`src/rtl/dmem_access_unit_if.sv`:
```
// ---------------------------------------------------------------------------
// dmem_access_unit_if
// Bus-side signal bundle between the M-stage data-memory access unit and the
// data-memory slave.
//   o_busReq    request, held high for the whole outstanding access
//   o_busWe     1 = write, 0 = read
//   o_busAddr   word-aligned byte address
//   o_busBe     byte lane enables
//   o_busWdata  lane-replicated store data
//   i_busAck    slave completion (only meaningful while o_busReq=1)
//   i_busRdata  read word, sampled on the ack cycle
// Modports: master = access unit side, slave = memory side.
// ---------------------------------------------------------------------------
interface dmem_access_unit_if;
  logic        o_busReq;
  logic        o_busWe;
  logic [31:0] o_busAddr;
  logic [3:0]  o_busBe;
  logic [31:0] o_busWdata;
  logic        i_busAck;
  logic [31:0] i_busRdata;

  modport master (
    output o_busReq, o_busWe, o_busAddr, o_busBe, o_busWdata,
    input  i_busAck, i_busRdata
  );

  modport slave (
    input  o_busReq, o_busWe, o_busAddr, o_busBe, o_busWdata,
    output i_busAck, i_busRdata
  );
endinterface

```
`src/rtl/dmem_access_unit.sv`:
```
// ---------------------------------------------------------------------------
// dmem_access_unit
// M-stage data-memory access unit. Turns a load/store request from the
// pipeline into a registered bus transaction, stalls the pipeline while the
// access is outstanding, and returns load data right-aligned to bit 0.
// Ports:
//   clk, reset        clock, synchronous active-high reset
//   i_memRead         load request
//   i_memWrite        store request (wins if both are set)
//   i_memSize         00 byte, 01 half, 10/11 word
//   i_addr            byte address
//   i_writeData       store data, LSB-aligned
//   o_stall           freezes the upstream pipeline
//   o_readData        load data shifted to bit 0, upper bits zero
//   o_misaligned      one-cycle flag: access rejected as misaligned
//   o_busErr          one-cycle flag: access aborted on timeout
//   bus               master side of the memory bus
// Parameter:
//   TIMEOUT           REQ cycles without ack before abort (2..255)
// ---------------------------------------------------------------------------
module dmem_access_unit #(
  parameter int TIMEOUT = 16
) (
  input  logic                       clk,
  input  logic                       reset,
  input  logic                       i_memRead,
  input  logic                       i_memWrite,
  input  logic [1:0]                 i_memSize,
  input  logic [31:0]                i_addr,
  input  logic [31:0]                i_writeData,
  output logic                       o_stall,
  output logic [31:0]                o_readData,
  output logic                       o_misaligned,
  output logic                       o_busErr,
  dmem_access_unit_if.master         bus
);

  typedef enum logic [1:0] {
    IDLE = 2'd0,
    REQ  = 2'd1,
    DONE = 2'd2
  } state_t;

  localparam logic [7:0] CNT_LAST = 8'(TIMEOUT - 1);

  state_t      state_q, state_d;
  logic [7:0]  cnt_q, cnt_d;
  logic        req_q, req_d;
  logic        we_q, we_d;
  logic [31:0] addr_q, addr_d;
  logic [3:0]  be_q, be_d;
  logic [31:0] wdata_q, wdata_d;
  logic [1:0]  size_q, size_d;
  logic [1:0]  off_q, off_d;
  logic        err_q, err_d;
  logic [31:0] rdata_q, rdata_d;

  logic        access;
  logic        misal;
  logic [3:0]  be_calc;
  logic [31:0] wdata_calc;
  logic [31:0] rd_shifted;
  logic [31:0] rd_aligned;
  logic        stall_c;
  logic        misal_c;
  logic        err_c;

  // Request decode, valid only while IDLE.
  always_comb begin
    access     = i_memRead | i_memWrite;
    misal      = 1'b0;
    be_calc    = 4'b1111;
    wdata_calc = i_writeData;
    case (i_memSize)
      2'b00: begin
        be_calc    = 4'b0001 << i_addr[1:0];
        wdata_calc = {4{i_writeData[7:0]}};
      end
      2'b01: begin
        misal      = i_addr[0];
        be_calc    = 4'b0011 << {i_addr[1], 1'b0};
        wdata_calc = {2{i_writeData[15:0]}};
      end
      default: begin
        misal      = (i_addr[1:0] != 2'b00);
        be_calc    = 4'b1111;
        wdata_calc = i_writeData;
      end
    endcase
  end

  // Load data alignment uses the offset/size latched at issue, since the
  // pipeline inputs are not guaranteed stable once the bus cycle is running.
  always_comb begin
    rd_shifted = bus.i_busRdata >> {off_q, 3'b000};
    case (size_q)
      2'b00:   rd_aligned = {24'd0, rd_shifted[7:0]};
      2'b01:   rd_aligned = {16'd0, rd_shifted[15:0]};
      default: rd_aligned = rd_shifted;
    endcase
  end

  // Next-state and output logic.
  always_comb begin
    state_d = state_q;
    cnt_d   = cnt_q;
    req_d   = 1'b0;
    we_d    = we_q;
    addr_d  = addr_q;
    be_d    = be_q;
    wdata_d = wdata_q;
    size_d  = size_q;
    off_d   = off_q;
    err_d   = err_q;
    rdata_d = rdata_q;
    stall_c = 1'b0;
    misal_c = 1'b0;
    err_c   = 1'b0;

    case (state_q)
      IDLE: begin
        if (access) begin
          if (misal) begin
            misal_c = 1'b1;
          end else begin
            stall_c = 1'b1;
            state_d = REQ;
            cnt_d   = 8'd0;
            req_d   = 1'b1;
            we_d    = i_memWrite;
            addr_d  = {i_addr[31:2], 2'b00};
            be_d    = be_calc;
            wdata_d = wdata_calc;
            size_d  = i_memSize;
            off_d   = i_addr[1:0];
            err_d   = 1'b0;
          end
        end
      end
      REQ: begin
        stall_c = 1'b1;
        if (bus.i_busAck) begin
          rdata_d = rd_aligned;
          state_d = DONE;
        end else if (cnt_q == CNT_LAST) begin
          // Timeout: the slave never answered, so return zero data.
          rdata_d = 32'd0;
          err_d   = 1'b1;
          state_d = DONE;
        end else begin
          cnt_d = cnt_q + 8'd1;
          req_d = 1'b1;
        end
      end
      DONE: begin
        err_c   = err_q;
        state_d = IDLE;
      end
      default: begin
        state_d = IDLE;
      end
    endcase
  end

  always_ff @(posedge clk) begin
    if (reset) begin
      state_q <= IDLE;
      cnt_q   <= 8'd0;
      req_q   <= 1'b0;
      we_q    <= 1'b0;
      addr_q  <= 32'd0;
      be_q    <= 4'd0;
      wdata_q <= 32'd0;
      size_q  <= 2'd0;
      off_q   <= 2'd0;
      err_q   <= 1'b0;
      rdata_q <= 32'd0;
    end else begin
      state_q <= state_d;
      cnt_q   <= cnt_d;
      req_q   <= req_d;
      we_q    <= we_d;
      addr_q  <= addr_d;
      be_q    <= be_d;
      wdata_q <= wdata_d;
      size_q  <= size_d;
      off_q   <= off_d;
      err_q   <= err_d;
      rdata_q <= rdata_d;
    end
  end

  // Combinational flags are forced low during reset so the pipeline never
  // sees a stall or exception while the unit is being cleared.
  assign o_stall      = stall_c & ~reset;
  assign o_misaligned = misal_c & ~reset;
  assign o_busErr     = err_c & ~reset;
  assign o_readData   = rdata_q;

  assign bus.o_busReq   = req_q;
  assign bus.o_busWe    = we_q;
  assign bus.o_busAddr  = addr_q;
  assign bus.o_busBe    = be_q;
  assign bus.o_busWdata = wdata_q;

endmodule

```
`src/flat_wrapper.sv`:
```
// flat-port wrapper written by rule: the top's interface ports become plain ports
module dmem_access_unit_flat 
#(
  parameter int TIMEOUT = 16
)
  (clk, reset, i_memRead, i_memWrite, i_memSize, i_addr, i_writeData, o_stall, o_readData, o_misaligned, o_busErr, bus_o_busReq, bus_o_busWe, bus_o_busAddr, bus_o_busBe, bus_o_busWdata, bus_i_busAck, bus_i_busRdata);
  dmem_access_unit_if bus_i ();
  input  logic clk;
  input  logic reset;
  input  logic i_memRead;
  input  logic i_memWrite;
  input  logic [1:0] i_memSize;
  input  logic [31:0] i_addr;
  input  logic [31:0] i_writeData;
  output logic o_stall;
  output logic [31:0] o_readData;
  output logic o_misaligned;
  output logic o_busErr;
  output wire logic [$bits(bus_i.o_busReq)-1:0] bus_o_busReq;
  output wire logic [$bits(bus_i.o_busWe)-1:0] bus_o_busWe;
  output wire logic [$bits(bus_i.o_busAddr)-1:0] bus_o_busAddr;
  output wire logic [$bits(bus_i.o_busBe)-1:0] bus_o_busBe;
  output wire logic [$bits(bus_i.o_busWdata)-1:0] bus_o_busWdata;
  input wire logic [$bits(bus_i.i_busAck)-1:0] bus_i_busAck;
  input wire logic [$bits(bus_i.i_busRdata)-1:0] bus_i_busRdata;
  assign bus_o_busReq = bus_i.o_busReq;
  assign bus_o_busWe = bus_i.o_busWe;
  assign bus_o_busAddr = bus_i.o_busAddr;
  assign bus_o_busBe = bus_i.o_busBe;
  assign bus_o_busWdata = bus_i.o_busWdata;
  assign bus_i.i_busAck = bus_i_busAck;
  assign bus_i.i_busRdata = bus_i_busRdata;
  dmem_access_unit #(.TIMEOUT(TIMEOUT)) u_core (.clk(clk), .reset(reset), .i_memRead(i_memRead), .i_memWrite(i_memWrite), .i_memSize(i_memSize), .i_addr(i_addr), .i_writeData(i_writeData), .o_stall(o_stall), .o_readData(o_readData), .o_misaligned(o_misaligned), .o_busErr(o_busErr), .bus(bus_i));
endmodule
```
`config.mk`:
```
export PLATFORM = sky130hd
export DESIGN_NAME = dmem_access_unit_flat
export DESIGN_NICKNAME = d
export VERILOG_FILES = /design/src/rtl/dmem_access_unit_if.sv /design/src/rtl/dmem_access_unit.sv /design/src/flat_wrapper.sv
export SDC_FILE = /design/constraint.sdc
export NUM_CORES = 1
export LEC_CHECK = 0
export ABC_CLOCK_PERIOD_IN_PS = 3800
export BUFFER_PORTS_ARGS = -buffer_cell sky130_fd_sc_hd__buf_4
export CORE_UTILIZATION = 52
export CTS_CLUSTER_SIZE = 16
export DETAILED_ROUTE_END_ITERATION = 10
export PLACE_DENSITY = 0.95
export SYNTH_ARGS = -nofsm -noshare
export SYNTH_HDL_FRONTEND = slang
export SYNTH_SLANG_ARGS = --single-unit
```
`constraint.sdc`:
```
create_clock -name clk -period 3.8 [get_ports clk]
set_clock_uncertainty 0.2 [all_clocks]
set_input_delay 0.57 -clock clk [delete_from_list [all_inputs] [get_ports clk]]
set_output_delay 0.57 -clock clk [all_outputs]
set_load 0.03 [all_outputs]
```
==> results of run 1 <==
## sequential cells by signal (all words and copies together) (netlist names)
name and flops:
u_core.state_q 2, u_core.bus.o_busWe 1, u_core.bus.o_busWdata 32, u_core.cnt_q 8, u_core.size_q 2, u_core.bus.o_busBe 4
u_core.bus.o_busReq 1, u_core.err_q 1, u_core.off_q 2, u_core.o_readData 32, u_core.bus.o_busAddr 30
## critical path, stage by stage, from the launching register on
cell	delay [ns]
dfxtp_1	0.41
nor2_1	0.40
o221a_4	0.26
nor2_1	0.04
nor3_1	0.18
buf_4	0.22
## routing by layer
| metal | routed length [um] | part of all wire, % |
|---|---|---|
| met5 | 0 | 0 |
| met4 | 457 | 3.0 |
| met3 | 1180 | 7.9 |
| met2 | 7470 | 50 |
| met1 | 5880 | 39 |
## cell usage in the layout (no fill, tap or decap), types with 4 or more instances in the layout
cell type | synthesis | layout
buf_4 | 3 | 210
o211ai_1 | 10 | 10
clkbuf_16 | 0 | 16
nor3_1 | 10 | 10
clkinv_2 | 0 | 5
nand3_1 | 6 | 6
and2_1 | 6 | 6
nor2b_1 | 9 | 9
a32o_1 | 8 | 8
nor2_1 | 32 | 32
a21oi_1 | 71 | 71
nand4b_1 | 4 | 4
a211o_1 | 9 | 9
a22o_1 | 8 | 8
a311oi_1 | 10 | 10
o21ai_0 | 31 | 31
a211oi_1 | 10 | 10
mux2i_1 | 32 | 32
o2bb2ai_1 | 8 | 8
clkinvlp_4 | 0 | 4
nand2_1 | 120 | 120
dfxtp_1 | 115 | 115
## metrics by stage
step,power [mW],instance area [sq um],setup WS [ns],util (%)
after floorplan,1.74,4920,0.915,-
after global placement,1.97,6420,1.10,69.8
after detailed placement,2.00,6420,0.928,69.8
after CTS,3.43,6970,0.991,75.7
after global routing,3.54,6970,0.896,75.7
final,3.42,6970,1.02,75.7
## cell type report
cell class,count,area (sq um)
timing repair buffer,210,1580
fill,621,2230
tap,111,139
clock buffer,19,432
clock inverter,13,111
multi-input combinational,412,2400
sequential,115,2300
inverter,2,7.51
## worst max path at each step
stage                     cells after the start                         to
after floorplan                               6                    o_stall
after global placement                        6  u_core.bus.o_busWdata[29]
after CTS                                     5                    o_stall
final                                         5                    o_stall
after detailed placement                      6      u_core.bus.o_busBe[1]
after global routing                          5                    o_stall
## logic make-up after synthesis
group | synth area share, %
DFF | 46.8
and+or+nand+nor | 18.3
AOI/OAI and AO/OA | 23.0
muxes | 6.51
adders and majority gates | 0.254
other | 0.0763
buffers and inverters | 5.04
## power groups by stage
stage          clock [mW]  combinational (mW)  sequential, mW
2_1_floorplan           0               0.262            1.47
3_5_place_dp            0               0.641            1.36
5_1_grt              1.52               0.690            1.34
4_1_cts              1.46               0.646            1.33
6_report             1.44               0.649            1.33
3_3_place_gp            0               0.618            1.35
==> key figures, run 1 <==
Run status
  • Status: finished, final reports clean

Global routing
  • Grt total ovfl: 0
  • Met2 Use GR: 50.5%
  • Grt peak-use layer: met2
  • Vias in the first global route: 4857
  • M1 GR Usage: 34.4%
  • All-layer global routing usage: 29.4%
  • Largest net degree at the start of global routing: 100
  • Met3 Track Usage GR: 6.89%
  • Initial antenna violation count: 0
  • First-pass GRT wire length: 23.0 mm

Clock network
  • Hold Buf Count CTS: 0
  • Cts repair resizes: 0
  • Clk Latency, worst-skew pair: 0.50 ns
  • Sink Count: 115
  • Maximum clock path buffer count: 2
  • CTS tree: done
  • Clock Tree Root: clkbuf_8
  • CTS Buf Count: 17
  • Clock transition at path regs: 0.06 ns
  • H-tree Lvls: 4
  • Postcts setup bufs: 0

STA
  • FMAX: 359 MHz
  • Unrepaired setup endpoints after global routing: false
  • Worst Max-Slew Pin Slew: 1.09 ns
  • Max Slew Vio Count: 0
  • # setup viols final: 0
  • Hold WS: 0.101 ns
  • Max transition margin: 26.9%
  • Period utilization: 73.2%
  • Sum Neg Setup Slack: 0 ns
  • Minimum clock period: 2.78 ns
  • Final hold vios: 0

Die
  • Core Rows: 35
  • Die area: 9850 sq um
  • Area of the core: 9200 sq um
  • Initial Utilization: 53.5%
  • IO Count: 208
  • Die X: 99.2 um
  • Die height: 99.2 um

Setup path
  • Reg2reg setup slack: 1.23 ns
  • Required @ worst endpoint: 3.03 ns
  • Crit Path Class: reg2out
  • Crit Reg-Reg Startpoint: u_core.cnt_q[0]
  • R2R cell count: 5
  • Crit end category: primary output
  • Critical path startpoint category: flop
  • Crit path launch: u_core.state_q[0]
  • Worst Path Max Fanout: 8
  • RR Endpoint: u_core.o_readData[29]
  • Data arrival time of the worst path: 2.01 ns

Placement
  • DPL Wire Length: 10.2 mm
  • GPL Wtd Cong: 0.817
  • I/O Buffers: 205
  • Dpl cells: 850

Min path
  • Hold Path Class: in2reg
  • Hold path depth: 2
  • Worst Hold End: u_core.o_readData[26]
  • HP Start: bus_i_busRdata[26]

Synth
  • Top-count cell post-synth: nand2_1
  • Commonest cells post-synth: nand2_1, dfxtp_1, a21oi_1
  • Netlist cell types: 49
  • Mean Syn Cell Area: 8.49 sq um
  • EDFF count, synth: 0
  • Cells after Synth: 579
  • #FFs+latches synth: 115
  • Top cells by area, synth: dfxtp_1, nand2_1, a21oi_1
  • Post-synthesis sequential area ratio: 46.8%
  • Dominant cell type by area after synthesis: dfxtp_1
  • Synth Flop Type: dfxtp_1
  • YS warnings: 0
  • Yosys top cell area share: 46.8%
  • Post-synth ARST share: 0%
  • Mapped cell area: 4920 sq um

Power and ir drop
  • Max VDD drop: 0.343 mV
  • Clk pwr share: 42.1%
  • Part of the power in combinational logic: 19.0%
  • PwrDens: 491 nW/um^2
  • Internal cell power: 2.41 mW
  • Flop pwr share: 38.9%
  • Switching power total: 1.01 mW
  • Leakage Power: 2.98 nW
  • Switch share: 29.4%

Final layout
  • Synth-to-Final Area Change: 41.7%
  • Post-Layout Cell Count: 882
  • Nets@finish: 862
  • ANT cells: 0
  • Layout cell share with drive strength beyond 1: 32.2%

Detailed routing
  • DR WL/cell: 17.0 um
  • Routed wire length: 15.0 mm
  • Vias per cell: 5.80
  • Vias: 5118
  • DRC Markers: 0
  • 1st-pass router iterations: 6
  • Antenna-violating nets left: 0
  • Number of DRC markers in iteration 0: 442

Job
  • Max-Cap Viols: 0
Note: power is estimated with default switching activity, not from simulation.
==> run 2, diff against run 1 <==
ABC_CLOCK_PERIOD_IN_PS = 2500   (was 3800)
CORE_UTILIZATION = 43   (was 52)
PLACE_DENSITY = 0.86   (was 0.95)
clock period = 2.5 ns   (was 3.8 ns; I/O delays follow)
==> run 2 against run 1 <==
Global-route usage shrank 3.9 points. Combinational power grew 57%. Worst hold slack lost 0.089 ns. Cell area grew 2.5%. Sequential share of layout area shrank 0.80 points. Total power grew 51%. Non-clock buffer count grew 15. Sequential cell count is the same. Clock power grew 48%. Critical path type unchanged. Largest power group unchanged.
==> key figures, run 2 (same netlist as run 1, synthesis figures left out) <==
Power and ir drop
  • Total power: 5.17 mW (+51%)
  • Flop pwr share: 39.1% (+0.2 points)
  • PwrDens: 724 nW/um^2 (+47%)
  • Switch share: 28.3% (-1.1 points)
  • Internal cell power: 3.71 mW (+53%)
  • Clk pwr share: 41.2% (-0.9 points)
  • Max VDD drop: 0.446 mV (+30%)
  • Switching power total: 1.46 mW (+45%)
  • Part of the power in combinational logic: 19.7% (+0.7 points)
  • Leakage Power: 3.06 nW (+2.8%)

Placement
  • Dpl cells: 887 (+4.4%)
  • GPL Wtd Cong: 0.853 (+4.3%)
  • Place WS: 0.307 ns (-0.621 ns)
  • I/O Buffers: 205 (unchanged)
  • DPL Wire Length: 10.6 mm (+4.3%)

Detailed routing
  • Antenna-violating nets left: 0 (unchanged)
  • Routed wire length: 15.1 mm (+1.1%)
  • Vias per cell: 5.50 (-5.2%)
  • Number of DRC markers in iteration 0: 396 (-10%)
  • 1st-pass router iterations: 6 (unchanged)
  • DR WL/cell: 16.4 um (-3.5%)
  • DRC Markers: 0 (unchanged)
  • Vias: 5085 (-0.64%)

Min path
  • Hold path depth: 2 (unchanged)
  • Hold Path Class: in2reg
  • Worst Hold End: u_core.o_readData[31]
  • HP Start: bus_i_busRdata[31]

Setup path
  • RR Endpoint: u_core.cnt_q[7]
  • Crit Reg-Reg Startpoint: u_core.cnt_q[0]
  • Critical path startpoint category: flop
  • Reg2reg setup slack: 0.28 ns (-0.95 ns)
  • Crit Path Class: reg2out
  • R2R cell count: 5 (unchanged)
  • Crit end category: primary output
  • Required @ worst endpoint: 1.92 ns (-1.11 ns)
  • Data arrival time of the worst path: 1.78 ns (-0.23 ns)
  • Worst Path Max Fanout: 8 (unchanged)

STA
  • Worst Max-Slew Pin Slew: 1.05 ns (-0.0457 ns)
  • Final hold vios: 0 (unchanged)
  • Final setup margin: 0.143 ns (-0.874 ns)
  • Period utilization: 94.3%
  • Sum Neg Setup Slack: 0 ns (unchanged)
  • Max transition margin: 29.9% (+3.0 points)
  • Unrepaired setup endpoints after global routing: false
  • FMAX: 424 MHz
  • # setup viols final: 0 (unchanged)
  • Max Slew Vio Count: 0 (unchanged)
  • Minimum clock period: 2.36 ns

Job
  • Max-Cap Viols: 0 (unchanged)

Global routing
  • Grt total ovfl: 0 (unchanged)
  • Initial antenna violation count: 0 (unchanged)
  • First-pass GRT wire length: 23.2 mm (+0.60%)
  • Largest net degree at the start of global routing: 92 (-8.0%)
  • All-layer global routing usage: 25.5% (-3.9 points)
  • Vias in the first global route: 4796 (-1.3%)

Die
  • IO Count: 208 (unchanged)
  • Initial Utilization: 44.8% (-8.7 points)
  • Core Rows: 38 (+8.6%)
  • Die area: 11900 sq um (+20%)
  • Die height: 109 um (+9.8%)
  • Area of the core: 11000 sq um (+19%)
  • Die X: 109 um (+9.8%)

Final layout
  • Synth-to-Final Area Change: 45.2%
  • Post-Layout Cell Count: 924 (+4.8%)
  • Commonest non-fill, non-tap cells in the layout: buf_4, nand2_1, dfxtp_1
  • Nets@finish: 877 (+1.7%)
  • ANT cells: 0 (unchanged)
  • Leading cell type in the layout, fill and taps excluded: buf_4
  • Filler Cells Inserted: 884 (+42%)
  • Layout cell share with drive strength beyond 1: 32.3% (+0.10 points)

Clock network
  • CTS tree: done
  • Sink Count: 115 (unchanged)
  • CTS Buf Count: 17 (unchanged)
  • H-tree Lvls: 4 (unchanged)
  • Postcts setup bufs: 0 (unchanged)
  • Maximum clock path buffer count: 2 (unchanged)
  • Clock Tree Root: clkbuf_16
  • Clock transition at path regs: 0.05 ns (about the same)
  • Clk Latency, worst-skew pair: 0.40 ns (-0.10 ns)

Run status
  • Status: finished, final reports clean
==> run 2: layer usage <==
layer | global-route usage, % | up-vias | routed length, um
met3 | 7.65 | 34 | 1380
met1 | 29.0 | 2347 | 5900
li1 | - | 2434 | -
met2 | 43.6 | 270 | 7430
met5 | 0 | - | 0
met4 | 11.7 | 0 | 438
==> run 2: cell type report <==
type                            count  area, sq um  area share, %
Sequential cell                   115         2300           32.3
Inverter                            2         7.51          0.105
Clock inverter                      6         30.0          0.421
Clock buffer                       24          492           6.89
Multi-Input combinational cell    412         2400           33.6
Timing Repair Buffer              225         1730           24.3
Tap cell                          140          175           2.45
==> run 2: worst max-delay path, stage by stage, from the launching register on <==
cell and delay [ns]:
dfxtp_1 0.40, nor2_2 0.28, o221a_4 0.25, nor2_1 0.04
nor3_1 0.18, buf_4 0.21
==> run 2: how the worst max path moves through the flow <==
stage,start,endpoint,slack (ns),cells past startpoint
after global routing,u_core.state_q[0],o_stall,0.07,5
final,u_core.state_q[0],o_stall,0.14,5
after floorplan,i_addr[1],o_stall,0.005,6
after CTS,u_core.state_q[0],o_stall,0.02,5
after global placement,u_core.cnt_q[0],u_core.cnt_q[7],0.37,5
after detailed placement,u_core.cnt_q[0],u_core.cnt_q[7],0.31,5
==> run 2: metrics by stage <==
stage	utilization (%)	area, sq um	hold WS (ns)
finish	65.0	7140	0.0116
global route	65.0	7140	0.00558
CTS	65.0	7140	0.00178
detailed placement	59.6	6540	0.247
global placement	59.6	6540	0.242
floorplan	-	4920	0.233
==> run 2: power groups by stage <==
stage / registers (mW) / logic, mW / clock network, mW
floorplan: 2.24 / 0.398 / 0
detailed placement: 2.06 / 1.00 / 0
CTS: 2.02 / 1.01 / 2.16
global route: 2.03 / 1.09 / 2.25
global placement: 2.05 / 0.977 / 0
finish: 2.02 / 1.02 / 2.13
==> run 2: timing repair <==
action,CTS,global route
hold endpoints to repair,7,0
resized for setup,0,1
endpoints found under the setup margin,0,1
hold buffers,7,0
